===== src/rtl/commit_trace_fifo.sv =====
// commit_trace_fifo: turns retiring-instruction commit signals into numbered trace records,
//   buffers them in a DEPTH-entry FIFO and runs a RUN -> DRAIN -> DONE halt sequence.
// Latency: a commit seen at edge N reaches the FIFO head at edge N+1 at the earliest; no c_* -> rec_* path.
// Backpressure: rec_valid/rec_ready; when full with no pop, the new record is dropped and overflow sticks.
// Ports: clk/rst_n (async active-low); c_* commit inputs; rec_* record head plus handshake;
//   cycle_count/inst_count counters; fifo_level occupancy; overflow and halted status flags.
module commit_trace_fifo #(
  parameter int DEPTH = 8,
  parameter int CNT_W = 32
) (
  input  logic                       clk,
  input  logic                       rst_n,
  input  logic                       c_valid,
  input  logic [15:0]                c_pc,
  input  logic [15:0]                c_inst,
  input  logic                       c_regwrite,
  input  logic [2:0]                 c_wreg,
  input  logic [15:0]                c_wdata,
  input  logic                       c_memread,
  input  logic                       c_memwrite,
  input  logic [15:0]                c_memaddr,
  input  logic [15:0]                c_memdata,
  input  logic                       c_halt,
  output logic                       rec_valid,
  input  logic                       rec_ready,
  output logic [2:0]                 rec_kind,
  output logic [CNT_W-1:0]           rec_inum,
  output logic [15:0]                rec_pc,
  output logic [2:0]                 rec_reg,
  output logic [15:0]                rec_rval,
  output logic [15:0]                rec_addr,
  output logic [15:0]                rec_mval,
  output logic [CNT_W-1:0]           cycle_count,
  output logic [CNT_W-1:0]           inst_count,
  output logic [$clog2(DEPTH):0]     fifo_level,
  output logic                       overflow,
  output logic                       halted
);

  localparam int PTR_W = $clog2(DEPTH);
  localparam int LVL_W = PTR_W + 1;

  localparam logic [2:0] K_NOP  = 3'd0;
  localparam logic [2:0] K_REG  = 3'd1;
  localparam logic [2:0] K_LD   = 3'd2;
  localparam logic [2:0] K_ST   = 3'd3;
  localparam logic [2:0] K_STU  = 3'd4;
  localparam logic [2:0] K_HALT = 3'd5;

  typedef enum logic [1:0] {S_RUN, S_DRAIN, S_DONE} state_e;

  typedef struct packed {
    logic [2:0]       kind;
    logic [CNT_W-1:0] inum;
    logic [15:0]      pc;
    logic [2:0]       rreg;
    logic [15:0]      rval;
    logic [15:0]      addr;
    logic [15:0]      mval;
  } rec_t;

  state_e           state_q, state_d;
  logic [PTR_W-1:0] wr_ptr_q, wr_ptr_d;
  logic [PTR_W-1:0] rd_ptr_q, rd_ptr_d;
  logic [LVL_W-1:0] level_q, level_d;
  logic [CNT_W-1:0] cycle_q, cycle_d;
  logic [CNT_W-1:0] inst_q, inst_d;
  logic             ovf_q, ovf_d;
  rec_t             mem_q [DEPTH];
  rec_t             new_rec;
  rec_t             head;
  logic             push, pop, full, wr_en;

  // The instruction word is carried on the port for future use only.
  logic unused_inst;
  assign unused_inst = ^c_inst;

  // Classification; fields a kind does not use stay zero.
  always_comb begin
    new_rec      = '0;
    new_rec.pc   = c_pc;
    new_rec.inum = inst_q;
    if (c_regwrite && c_memwrite) begin
      new_rec.kind = K_STU;
      new_rec.rreg = c_wreg;
      new_rec.rval = c_wdata;
      new_rec.addr = c_memaddr;
      new_rec.mval = c_memdata;
    end else if (c_regwrite && c_memread) begin
      new_rec.kind = K_LD;
      new_rec.rreg = c_wreg;
      new_rec.rval = c_wdata;
      new_rec.addr = c_memaddr;
    end else if (c_regwrite) begin
      new_rec.kind = K_REG;
      new_rec.rreg = c_wreg;
      new_rec.rval = c_wdata;
    end else if (c_halt) begin
      new_rec.kind = K_HALT;
    end else if (c_memwrite) begin
      new_rec.kind = K_ST;
      new_rec.addr = c_memaddr;
      new_rec.mval = c_memdata;
    end else begin
      new_rec.kind = K_NOP;
    end
  end

  assign push  = c_valid && (state_q == S_RUN);
  assign full  = (level_q == LVL_W'(DEPTH));
  assign pop   = (level_q != '0) && rec_ready;
  // At full a same-cycle pop frees the slot, so the push is kept.
  assign wr_en = push && (!full || pop);

  always_comb begin
    state_d  = state_q;
    wr_ptr_d = wr_en ? wr_ptr_q + PTR_W'(1) : wr_ptr_q;
    rd_ptr_d = pop ? rd_ptr_q + PTR_W'(1) : rd_ptr_q;
    level_d  = level_q + LVL_W'(wr_en) - LVL_W'(pop);
    inst_d   = push ? inst_q + CNT_W'(1) : inst_q;
    ovf_d    = ovf_q || (push && full && !pop);
    cycle_d  = (state_q == S_DONE) ? cycle_q : cycle_q + CNT_W'(1);
    case (state_q)
      // A dropped HALT still ends the run.
      S_RUN:   if (push && new_rec.kind == K_HALT) state_d = S_DRAIN;
      // Uses the post-pop level so halted rises right after the last pop.
      S_DRAIN: if (level_d == '0) state_d = S_DONE;
      S_DONE:  state_d = S_DONE;
      default: state_d = S_RUN;
    endcase
  end

  always_ff @(posedge clk or negedge rst_n) begin
    if (!rst_n) begin
      state_q  <= S_RUN;
      wr_ptr_q <= '0;
      rd_ptr_q <= '0;
      level_q  <= '0;
      cycle_q  <= '0;
      inst_q   <= '0;
      ovf_q    <= 1'b0;
    end else begin
      state_q  <= state_d;
      wr_ptr_q <= wr_ptr_d;
      rd_ptr_q <= rd_ptr_d;
      level_q  <= level_d;
      cycle_q  <= cycle_d;
      inst_q   <= inst_d;
      ovf_q    <= ovf_d;
    end
  end

  // Storage needs no reset: the head is masked whenever the FIFO is empty.
  always_ff @(posedge clk) begin
    if (wr_en) mem_q[wr_ptr_q] <= new_rec;
  end

  assign rec_valid = (level_q != '0);
  assign head      = rec_valid ? mem_q[rd_ptr_q] : '0;

  assign rec_kind    = head.kind;
  assign rec_inum    = head.inum;
  assign rec_pc      = head.pc;
  assign rec_reg     = head.rreg;
  assign rec_rval    = head.rval;
  assign rec_addr    = head.addr;
  assign rec_mval    = head.mval;
  assign cycle_count = cycle_q;
  assign inst_count  = inst_q;
  assign fifo_level  = level_q;
  assign overflow    = ovf_q;
  assign halted      = (state_q == S_DONE);

endmodule


===== config.mk =====
export PLATFORM = sky130hd
export DESIGN_NAME = commit_trace_fifo
export DESIGN_NICKNAME = d
export VERILOG_FILES = /design/src/rtl/commit_trace_fifo.sv
export SDC_FILE = /design/constraint.sdc
export NUM_CORES = 1
export LEC_CHECK = 0
export BUFFER_PORTS_ARGS = -buffer_cell sky130_fd_sc_hd__buf_2
export CELL_PAD_IN_SITES_DETAIL_PLACEMENT = 0
export CELL_PAD_IN_SITES_GLOBAL_PLACEMENT = 1
export CORE_MARGIN = 2
export CORE_UTILIZATION = 52
export DETAILED_ROUTE_END_ITERATION = 10
export MAX_ROUTING_LAYER = met4
export PLACE_DENSITY_LB_ADDON = 0.3
export REMOVE_ABC_BUFFERS = 1
export SLEW_MARGIN = 20
export SYNTH_ARGS = -nofsm -noshare
export SYNTH_HDL_FRONTEND = slang
export SYNTH_SLANG_ARGS = --single-unit
export TNS_END_PERCENT = 1

===== constraint.sdc =====
create_clock -name clk -period 13.1 [get_ports clk]
set_input_delay 0.655 -clock clk [delete_from_list [all_inputs] [get_ports clk]]
set_output_delay 0.655 -clock clk [all_outputs]
set_load 0.03 [all_outputs]

== Word level (Yosys, flattened, before mapping) ==
Memories as Yosys holds them, arrays and structs flattened.
Index checks and enable logic that the tools add are counted.

* $add $sub $neg: 6
* Eq/ne operators: 6
* Multiplexer cells: 18
* Reductions and logical operators: 16

{| class="wikitable"
|+ Operators by type and width
! cell !! number
|-
| 102-bit 2-to-1 mux || 1
|-
| 32-bit 2-to-1 mux || 3
|-
| 32-bit by 1-bit adder with 32-bit output (second input constant) || 2
|-
| 51-bit 2-to-1 mux || 1
|-
| 35-bit 2-to-1 mux || 1
|-
| 19-bit 2-to-1 mux || 1
|-
| 16-bit 2-to-1 mux || 1
|-
| 3-bit 2-to-1 mux || 4
|-
| 1-bit logical AND || 8
|-
| 3-bit by 1-bit adder with 3-bit output (second input constant) || 2
|-
| 2-bit 2-to-1 mux || 3
|-
| 2-bit case mux with 3 select lines || 1
|-
| 4-bit by 1-bit adder with 4-bit output || 1
|-
| 4-bit == test (second input constant) || 1
|-
| 4-bit zero test || 1
|-
| 4-bit nonzero test || 1
|-
| 4-bit by 1-bit subtractor with 4-bit output || 1
|-
| 3-bit == test (second input constant) || 1
|-
| 2-bit by 1-bit == test with 1-bit output (second input constant) || 1
|-
| 2-bit == test (second input constant) || 1
|-
| 1-bit zero test || 2
|-
| 2-bit zero test || 1
|-
| 1-bit logical OR || 2
|-
| 1-bit 2-to-1 mux || 2
|-
| 3 further kinds || 3
|}

* Bits in registers: 77
* Bits in writable memories: 816
* Input port bits: 91
* Output and inout bits: 173
* Memories: 1

{| class="wikitable"
|+ Memories
! memory !! words !! width !! read ports !! clocked after memory_dff !! write ports !! line !! text
|-
| mem_q || 8 || 102 || 1 || 0 || 1 || 69 || <nowiki>rec_t mem_q [DEPTH];</nowiki>
|}

== Logic depth before layout (Yosys ltp) ==
Gate-level depths: netlist of the first run.

* Depth in word-level cells: 9
* Mapped depth: 14
* Mapped depth without buffers: 13

== Least setup slack after synthesis of the first run ==
No wires, ideal clock.

* Kind: reg2reg
* Start: register level_q[2] (netlist: fifo_level[2])
* End: memory mem_q[2][0] in the netlist's numbering, enable pin
* Data arrival time: 9.014 ns
* Slack: 3.377 ns
* Stages on the path, launching flop included: 7
* Buffers on the path: 0
* Clock period less this slack: 9.723 ns
* Path through: dfrtp_1 > inv_1 > ha_1 > nand2b_1 > a31oi_1 > nand2b_1 > nor3b_1

* Cells in the longest elaborated chain, start to end: 6
* Elaborated cells between the ends (all ways): 8

{| class="wikitable"
|+ RTL lines
! item !! line !! text
|-
| start, declared || 65 || <nowiki>logic [LVL_W-1:0] level_q, level_d;</nowiki>
|-
| start signal, assigned || 146 || <nowiki>level_q <= level_d;</nowiki>
|-
| 4-bit == test / 4-bit nonzero test (equally long branches) || 110, 111 ||
|-
| 1-bit zero test / 1-bit logical AND (equally long branches) || 113, 111 ||
|-
| 1-bit logical OR (*) || 113 || <nowiki>assign wr_en = push && (!full || pop);</nowiki>
|-
| 1-bit logical AND (*) || 113 ||
|-
| 1-bit 2-to-1 mux (*) || 155 || <nowiki>if (wr_en) mem_q[wr_ptr_q] <= new_rec;</nowiki>
|-
| 1-bit 2-to-1 mux (not written as such) (*) || 155 ||
|-
| end, declared || 69 ||
|}

Every way passes the cells marked *; elsewhere a longest branch is shown, timed or not.

== Worst setup path after layout of the first run ==
* Start: register rd_ptr_q[0]
* End: output rec_inum[4]

* Cells in the longest elaborated chain, start to end: 2

{| class="wikitable"
|+ RTL lines
! item !! line !! text
|-
| start, declared || 64 || <nowiki>logic [PTR_W-1:0] rd_ptr_q, rd_ptr_d;</nowiki>
|-
| start signal, assigned || 145 || <nowiki>rd_ptr_q <= rd_ptr_d;</nowiki>
|-
| memory 8 x 102 bit || -- ||
|-
| 102-bit 2-to-1 mux || 159 || <nowiki>assign head = rec_valid ? mem_q[rd_ptr_q] : '0;</nowiki>
|-
| end, declared || 27 || <nowiki>output logic [CNT_W-1:0] rec_inum,</nowiki>
|}

No other way between the ends.

==> impl_summary.md, run 1 <==
Logic synthesis
The gate count after technology mapping is 1727. The basic-gate share of the synthesized area counting and, or, nand and nor cells is 4.47%. Summing the areas of all xor and xnor instances in the mapped netlist gives 1.69% of the synthesized area. The number of synthesized register bits is 893. The top cell type by area accounts for 69.6% of the synthesized area. The synthesized netlist devotes 0.181% of its cell area to compound gates. In the synthesized netlist, mux cells make up 16.1% of the area. A synthesized cell averages 20.4 sq um. The synthesized netlist occupies a cell area of 0.0352 sq mm.

The count of cell types in the netlist is 43. The main combinational cell family by area after synthesis is multiplexers. The synthesis warning total is 0.

The adder and majority gate portion of the synthesized area is 0.554%. The post-synthesis sequential area ratio is 75.1%. The leading area contributor after synthesis is sky130_fd_sc_hd__edfxtp_1. The most used flip-flop cell after synthesis is sky130_fd_sc_hd__edfxtp_1. In this run, synthesis inferred 816 flip-flops with an integrated enable.

In the post-synthesis netlist, the biggest area contributors are sky130_fd_sc_hd__edfxtp_1, sky130_fd_sc_hd__mux4_2, sky130_fd_sc_hd__dfrtp_1. For this run, asynchronously set or reset flops after synthesis account for 8.62%.

Setup path
Among all stages on the critical path, the largest delay is contributed by sky130_fd_sc_hd__buf_4. The critical path endpoint category is a primary output. The sort of element at the start of the critical path is a flip-flop.

The cell with the most instances on the worst path is sky130_fd_sc_hd__buf_4. The arrival time at the worst endpoint is 4.54 ns. On the worst path, the slowest cell contributes a delay of 0.92 ns. In this run the worst path has a maximum fanout of 49. The total buffers and inverters traversed by the critical path is 3. The family of cells with the greatest summed delay on the critical path is buffers and inverters. Walking the worst path, the cells encountered are buf_4 -> buf_4 -> mux4_2 -> mux2i_1 -> nor2_1 -> buf_2. The setup path with the least slack is of type reg2out. Data on the critical path is required at its endpoint by 12.44 ns.

Power
The internal power of the cells totals 5760 uW. The clock network fraction of total power is 26.7%. For this design the total switching power over the nets is 2940 uW.

IR analysis of the VDD net gives a maximum drop of 0.151 mV. The power density of the placed cells is 218 mW/mm^2. The switching power as a share of total power is 33.8%. The leakage power is 0.0141 uW. Combinational cells account for 32.5% of the total power. The share of total power dissipated in sequential elements is 40.8%.

Power comes to 8700 uW.

Finish
In the final layout, flip-flops and latches occupy 0.0264 sq mm. The finished layout cell area is 0.0399 sq mm. Of the cells placed in the final design, the portion with a size suffix greater than 1 is 30.5%. The number of fillers in the final layout is 4981. The area growth from synthesis to layout is 13.4%. The area used by multi-input combinational logic is 0.00816 sq mm. The number of nets in the final layout is 2091. In the layout the commonest cells are sky130_fd_sc_hd__edfxtp_1, sky130_fd_sc_hd__buf_2, sky130_fd_sc_hd__mux4_2, sky130_fd_sc_hd__nor2_1, sky130_fd_sc_hd__mux2i_1. Leaving out fill and tap cells, the most frequent cell in the layout is sky130_fd_sc_hd__edfxtp_1.

Detailed routing
The detail route stage leaves a number of antenna-violating nets equal to 0. The wire length after detailed routing is 72300 microns. The ratio of routed vias to standard cells is 5.78. The DRC violation count after routing is 0.

The detailed-routing iteration count for the pre-antenna-repair pass is 5. The routed length per instance is 24.7 microns. The first routing iteration left 1279 violations.

The via count is 16.9k.

STA
Between clock sinks in the finished design, the worst skew comes to 0.0302 ns. The post-layout minimum cycle time is 5.19 ns. The slew of the pin with the lowest slew margin is 1.04 ns. Setup violations remaining at the end of the flow were counted as 0.

Setup repair after global routing left no endpoint under its margin. The max-slew violation count was 0. The number of hold violations in the final report came to 0. The final-layout setup total negative slack is 0 ns. The highest achievable clock rate is 193 MHz.

The post-route fraction of the period consumed by the critical path is 39.7%. In this run the tightest slew margin relative to its limit is 30.5%.

Flow run
Max-cap violations in this run came to 0.

Global route
The global route total overflow is 0. The initial antenna violation count was 2. The via count of the first global-routing pass was 18.0k.

The wire length of the first global-routing pass is 109000 microns. The pin count of the biggest net entering global routing is 103. For this run, the total global-route usage over all layers was measured as 21.6%.

Floorplan
Once the floorplan was initialized, standard cells occupied 52.5% of the core. The die covers 0.0698 sq mm. The initialized floorplan defines 95 standard-cell rows. After floorplanning, the core was sized to cover 0.0670 sq mm.

Pin placement for this block handled 264 I/O pins. From bottom edge to top edge, the die measures 264 microns. The die boundary width is 264 microns.

Clock tree
The CTS root buffer is sky130_fd_sc_hd__clkbuf_16. The clock net in this run drives a total of 893 sinks. The total CTS buffers is 88. The clock latency reported for the late side of the worst-skew pair is 0.64 ns. No sink is reached through more buffers than the 3 on the longest clock path.

The CTS tree is built. The post-CTS setup-driven buffer insertion count is 0. The clock tree synthesis step divided the H-tree into 3 levels.

The clock transition time at the flip-flop clock pins of the worst setup and hold paths is 0.06 ns.

Place
The area of placed instances is 0.0372 sq mm. The quantity of I/O buffers inserted on ports is 247. The placer's final routability congestion estimate is 0.745. Detailed placement ended at an HPWL of 38700 microns.

Outcome
The flow ran to the end, and the final reports show no timing, DRC or antenna violations.

Worst hold path
The path class of the tightest hold or removal check is in2reg.
-- cells by family (layout without fill, tap and decap cells) --
| group | Yosys count | after routing |
|---|---|---|
| XOR/XNOR | 68 | 68 |
| AND/OR/NAND/NOR | 303 | 303 |
| multiplexers | 312 | 312 |
| buffers and inverters | 127 | 451 |
| other | 0 | 3 |
| AO/OA/AOI/OAI | 9 | 9 |
| flip-flops | 893 | 893 |
| adder cells (fa/ha/maj) | 15 | 15 |
-- state kept, by name (all words and copies together), names as in the netlist --
register	cells
wr_ptr_q	3
state_q	2
inst_count	32
overflow	1
rd_ptr_q	3
mem_q	816
fifo_level	4
cycle_count	32
-- through the flow --
step	std cells	hold WS, ns	utilization (%)	worst slack, ns
4_1_cts	2923	0.258	59.5	7.72
3_3_place_gp	2766	0.465	55.6	8.37
2_1_floorplan	1612	0.359	-	3.32
5_1_grt	2926	0.290	59.6	7.48
6_report	2927	0.301	59.6	7.91
3_5_place_dp	2766	0.480	55.6	8.40
-- power groups by stage --
stage	logic (uW)	clock network, uW	registers [uW]
final	2830	2330	3550
after global routing	3030	2490	3580
after CTS	2880	2380	3550
after detailed placement	2870	0	3610
after global placement	2860	0	3590
after floorplan	2190	0	3860
-- cell type report --
type                    count  area share (%)
repair buffers            283            3.87
well taps                 873            2.74
clock buffers             114            5.81
diodes                      3          0.0188
clock inverters            42           0.780
flip-flops and latches    893            66.2
inverters                  12           0.113
multi-input cells         707            20.4
-- routing by layer --
metal / wire (microns) / global-route usage, % / share of wire (%)
met1: 30600 / 29.0 / 42
met2: 36200 / 34.6 / 50
met3: 4550 / 4.33 / 6.3
met4: 977 / 5.21 / 1.4
met5: 0 / - / 0
-- what timing repair did --
action | in CTS | in global routing
hold buffers | 1 | 0
hold endpoints to repair | 18 | 0
resized for setup | 0 | 0
-- Yosys cell counts, types with 3 or more instances --
library cell / count
sky130_fd_sc_hd__buf_1: 10
sky130_fd_sc_hd__nand2_1: 27
sky130_fd_sc_hd__and3_1: 20
sky130_fd_sc_hd__nor2b_1: 15
sky130_fd_sc_hd__and2_1: 32
sky130_fd_sc_hd__nor3_1: 8
sky130_fd_sc_hd__nor3b_1: 3
sky130_fd_sc_hd__and4_1: 10
sky130_fd_sc_hd__xor2_1: 19
sky130_fd_sc_hd__buf_4: 37
sky130_fd_sc_hd__xnor2_1: 49
sky130_fd_sc_hd__nand3_1: 21
sky130_fd_sc_hd__nand2b_1: 5
sky130_fd_sc_hd__nand4_1: 27
sky130_fd_sc_hd__inv_1: 12
sky130_fd_sc_hd__dfrtp_1: 77
sky130_fd_sc_hd__edfxtp_1: 816
sky130_fd_sc_hd__nor4_1: 8
sky130_fd_sc_hd__mux2i_1: 102
sky130_fd_sc_hd__buf_2: 36
sky130_fd_sc_hd__mux2_2: 6
sky130_fd_sc_hd__nor2_1: 114
sky130_fd_sc_hd__clkbuf_1: 32
sky130_fd_sc_hd__ha_1: 14
sky130_fd_sc_hd__mux4_2: 204
-- final timing paths --
| kind | slack (ns) | endpoint | cells after the start | start |
|---|---|---|---|---|
| worst min-delay path | 0.30 | mem_q[6][61] | 1 | c_pc[10] |
| min in group asynchronous | 0.54 | cycle_count[10] | 2 | rst_n |
| max in group asynchronous | 11.60 | cycle_count[23] | 3 | rst_n |
| worst max register to register | 9.15 | state_q[0] | 13 | state_q[0] |
| worst max-delay path | 7.91 | rec_inum[4] | 6 | rd_ptr_q[0] |
| worst min register to register | 0.48 | cycle_count[31] | 1 | cycle_count[31] |
-- worst reg2reg max path, delay by kind of cell, from the launching register on --
family                   cells  cell delay, ns
buffers and inverters        3            0.34
adder cells (fa/ha/maj)      4            1.25
AND/OR/NAND/NOR              2            0.48
multiplexers                 1            0.28
AO/OA/AOI/OAI                3            1.07
flip-flops                   1            0.40
No activity file was read; power rests on OpenSTA's default activity.
==> run 2, diff against run 1 <==
- CORE_UTILIZATION: 52 -> 47
- clock period: 13.1 -> 4.3 ns (I/O delays scaled with it)
==> run 2 against run 1 <==
Cell count rose by 3.9%. Cell area rose by 1.6%. Sequential share of layout area fell by 1.0 points. Sequential cell count did not move. Non-clock buffer count rose by 15. Setup slack got worse by 7.2 ns. Clock-buffer cell count fell by 1. Total power rose to 3.1 times the previous value. Critical path type is now reg2reg. Largest cell class unchanged.
==> impl_summary.md, run 2 (synthesized netlist as in run 1, its figures left out) <==
Clock tree
TritonCTS built the clock tree. The total CTS buffers is 92 (+4.5%). The clock latency reported for the late side of the worst-skew pair is 0.62 ns (-0.02 ns).

The number of buffers on the longest clock path was 3 (unchanged). The post-CTS setup-driven buffer insertion count is 0 (unchanged). The cell sitting at the root of the clock tree is a sky130_fd_sc_hd__clkbuf_16. The clock sink count came to 893 (unchanged).

The H-tree depth is 3 (unchanged). The clock transition time at the flip-flop clock pins of the worst setup and hold paths is 0.06 ns (about the same).

Floorplan
The count of standard-cell rows is 100 (+5.3%). The die boundary width is 278 microns (+5.1%). The height of the die came to 278 microns (+5.1%). The number of I/O pins was 264 (unchanged).

The full die area is 0.0771 sq mm (+10%). The placeable core area is 0.0743 sq mm (+11%). The effective utilization at floorplan came to 47.4% (-5.1 points).

Flow run
The number of maximum-capacitance constraint violations is 0 (unchanged).

Setup path
The depth of the critical timing path with buffers and inverters included was 14 (+8). Grouping stages by cell kind, the critical path spends the most delay in adder cells. Walking the worst path, the cells encountered are inv_1 -> ha_1 -> nand2_1 -> a31oi_1 -> buf_4 -> inv_1 -> ha_1 -> inv_1 -> ha_1 -> fa_1 -> or3_1 -> a211o_1 -> a32o_1 -> mux2_2.

The worst-path cell with the longest stage delay is sky130_fd_sc_hd__fa_1. The startpoint-to-endpoint class of the critical path is reg2reg. The worst-case register-to-register setup slack is 0.69 ns (-8.46 ns). The arrival time at the worst endpoint is 4.10 ns (-0.44 ns). The biggest cell delay along the critical path was 0.52 ns (-0.40 ns). The peak fanout along the critical path was 7 (-86%). The depth of the worst register-to-register path is 14 (+1). The total buffers and inverters traversed by the critical path is 4 (+1). The worst setup path is captured at a flip-flop. STA classifies the critical path startpoint as a flip-flop. The required time of the critical path is 4.79 ns (-7.65 ns).

Finish
The final design utilization is 54.6% (-5.0 points). The most flop-heavy register is mem_q. The number of fillers in the final layout came to 5752 (+15%). The finished layout cell area is 0.0406 sq mm (+1.6%). The fraction of final layout cells with drive strength greater than 1 is 30.7% (+0.16 points).

The flip-flop count of the largest register, all copies and words added is 816 (unchanged). The top cell types in the final layout, fill and taps aside, are sky130_fd_sc_hd__edfxtp_1, sky130_fd_sc_hd__buf_2, sky130_fd_sc_hd__mux4_2, sky130_fd_sc_hd__nor2_1, sky130_fd_sc_hd__mux2i_1. The library cell used most frequently in the layout, excluding fill and tap cells, is sky130_fd_sc_hd__edfxtp_1. The antenna diode instance count is 0 (-3). The number of nets in the final layout is 2110 (+0.91%). The area growth from synthesis to layout is 15.2%.

Power
The power density of the placed cells is 667 mW/mm^2 (+210%). The leakage power is 0.0143 uW (+1.4%). The overall power is 27100 uW (+210%). The maximum resistive drop on vdd is 0.495 mV (+230%).

Place
The post-detailed-placement half-perimeter wirelength was 38400 microns (-0.79%). The quantity of I/O buffers inserted on ports is 247 (unchanged). The placer's final routability congestion estimate was 0.773 (+3.9%). The area of placed instances is 0.0375 sq mm (+0.74%).

STA
The number of endpoints failing setup at the final stage is 0 (unchanged). The number of hold violations in the final report is 0 (unchanged). The max-slew violation count was 0 (unchanged).

The post-layout minimum cycle time is 3.61 ns. The max-slew headroom at the worst pin was 37.4% (+6.9 points). Setup repair after global routing left no endpoint under its margin. The post-route fraction of the period consumed by the critical path is 84.0%.

The final worst clock skew is 0.0280 ns (-0.00220 ns). The slew of the pin with the lowest slew margin is 0.936 ns (-0.107 ns). Based on the critical path, the design can be clocked at up to 277 MHz.

Detailed routing
The wire length after detailed routing is 74000 microns (+2.4%). The via count was 17.1k (+0.92%). The number of violations reported at the end of detailed-routing iteration 0 is 1223 (-4.4%). The detailed-routing iteration count for the pre-antenna-repair pass is 5 (unchanged).

The routed length per instance is 24.3 microns (-1.5%). The count of antenna-violating nets left after detailed routing is 0 (unchanged). The ratio of routed vias to standard cells is 5.61 (-2.9%).

The DRC violation count after routing was 0 (unchanged).

Global route
The via count of the first global-routing pass is 18.4k (+2.6%). The pin count of the biggest net entering global routing is 103 (unchanged). The initial antenna violation count came to 0 (-2).

The total global-route track usage is 19.9% (-1.7 points). The global route total overflow is 0 (unchanged). The wire length of the first global-routing pass is 112000 microns (+2.4%).

Worst hold path
The count of cells along the worst hold path came to 2 (+1). The tightest min-delay check is of the in2reg type.

Outcome
The run finished with clean final reports.
==> run 2: cell types whose count changed in the layout (fill, tap and decap cells not counted), moves of 2 or more <==
cell,change
sky130_fd_sc_hd__clkinvlp_4,+2
sky130_fd_sc_hd__buf_4,-16
sky130_fd_sc_hd__clkinv_8,-2
sky130_fd_sc_hd__clkbuf_1,-11
sky130_fd_sc_hd__clkbuf_8,+4
sky130_fd_sc_hd__diode_2,-3
sky130_fd_sc_hd__dlygate4sd3_1,+18
sky130_fd_sc_hd__clkinv_1,+5
sky130_fd_sc_hd__buf_12,+14
sky130_fd_sc_hd__clkbuf_16,+6
==> run 2: through the flow <==
stage / setup slack (ns) / TNS [ns] / hold slack, ns / std cells
2_1_floorplan: -5.42 / -4030.31 / -0.0806 / 1612
3_3_place_gp: 0.788 / 0 / 0.305 / 2860
3_5_place_dp: 0.701 / 0 / 0.305 / 2860
4_1_cts: 0.687 / 0 / 0.0142 / 3042
5_1_grt: 0.520 / 0 / 0.0632 / 3042
6_report: 0.688 / 0 / 0.0692 / 3042
==> run 2: area by class of cell <==
type	count	area (sq um)	area share, %
multi-input cells	707	8160	20.1
well taps	969	1210	2.99
inverters	12	45.0	0.111
repair buffers	298	1860	4.58
clock inverters	50	357	0.879
clock buffers	113	2480	6.13
flip-flops and latches	893	26400	65.2
==> run 2: timing repair <==
action / 4_1_cts / 5_1_grt
gates resized for setup: 0 / 0
hold endpoints to repair: 182 / 0
hold buffers: 19 / 0
==> run 2: power by group <==
| group | internal (uW) | leakage [uW] | switching (uW) | total, uW |
|---|---|---|---|---|
| clock network | 4330 | 0.00139 | 3170 | 7490 |
| logic | 3430 | 0.00436 | 5380 | 8810 |
| registers | 10200 | 0.00854 | 518 | 10800 |
| total | 18000 | 0.0143 | 9060 | 27100 |
==> run 2: final timing paths <==
kind	start	endpoint
setup / recovery	state_q[0]	state_q[1]
setup reg to reg	state_q[0]	state_q[1]
hold reg to reg	cycle_count[31]	cycle_count[31]
max in group asynchronous	rst_n	rd_ptr_q[1]
min in group asynchronous	rst_n	cycle_count[13]
hold / removal	c_wdata[12]	mem_q[2][44]
==> run 2: worst reg2reg max path, delay by kind of cell (launching register included) <==
| family | cells | cell delay, ns |
|---|---|---|
| buffers and inverters | 4 | 0.39 |
| multiplexers | 1 | 0.27 |
| AO/OA/AOI/OAI | 3 | 0.72 |
| adder cells (fa/ha/maj) | 4 | 1.23 |
| flip-flops | 1 | 0.40 |
| AND/OR/NAND/NOR | 2 | 0.48 |
==> run 2: routing by layer <==
layer	up-vias	GRT usage [%]	routed length, microns
met3	95	4.42	4530
li1	7461	-	-
met2	472	32.2	36800
met1	9042	26.1	31500
met4	0	4.67	1200
met5	-	-	0
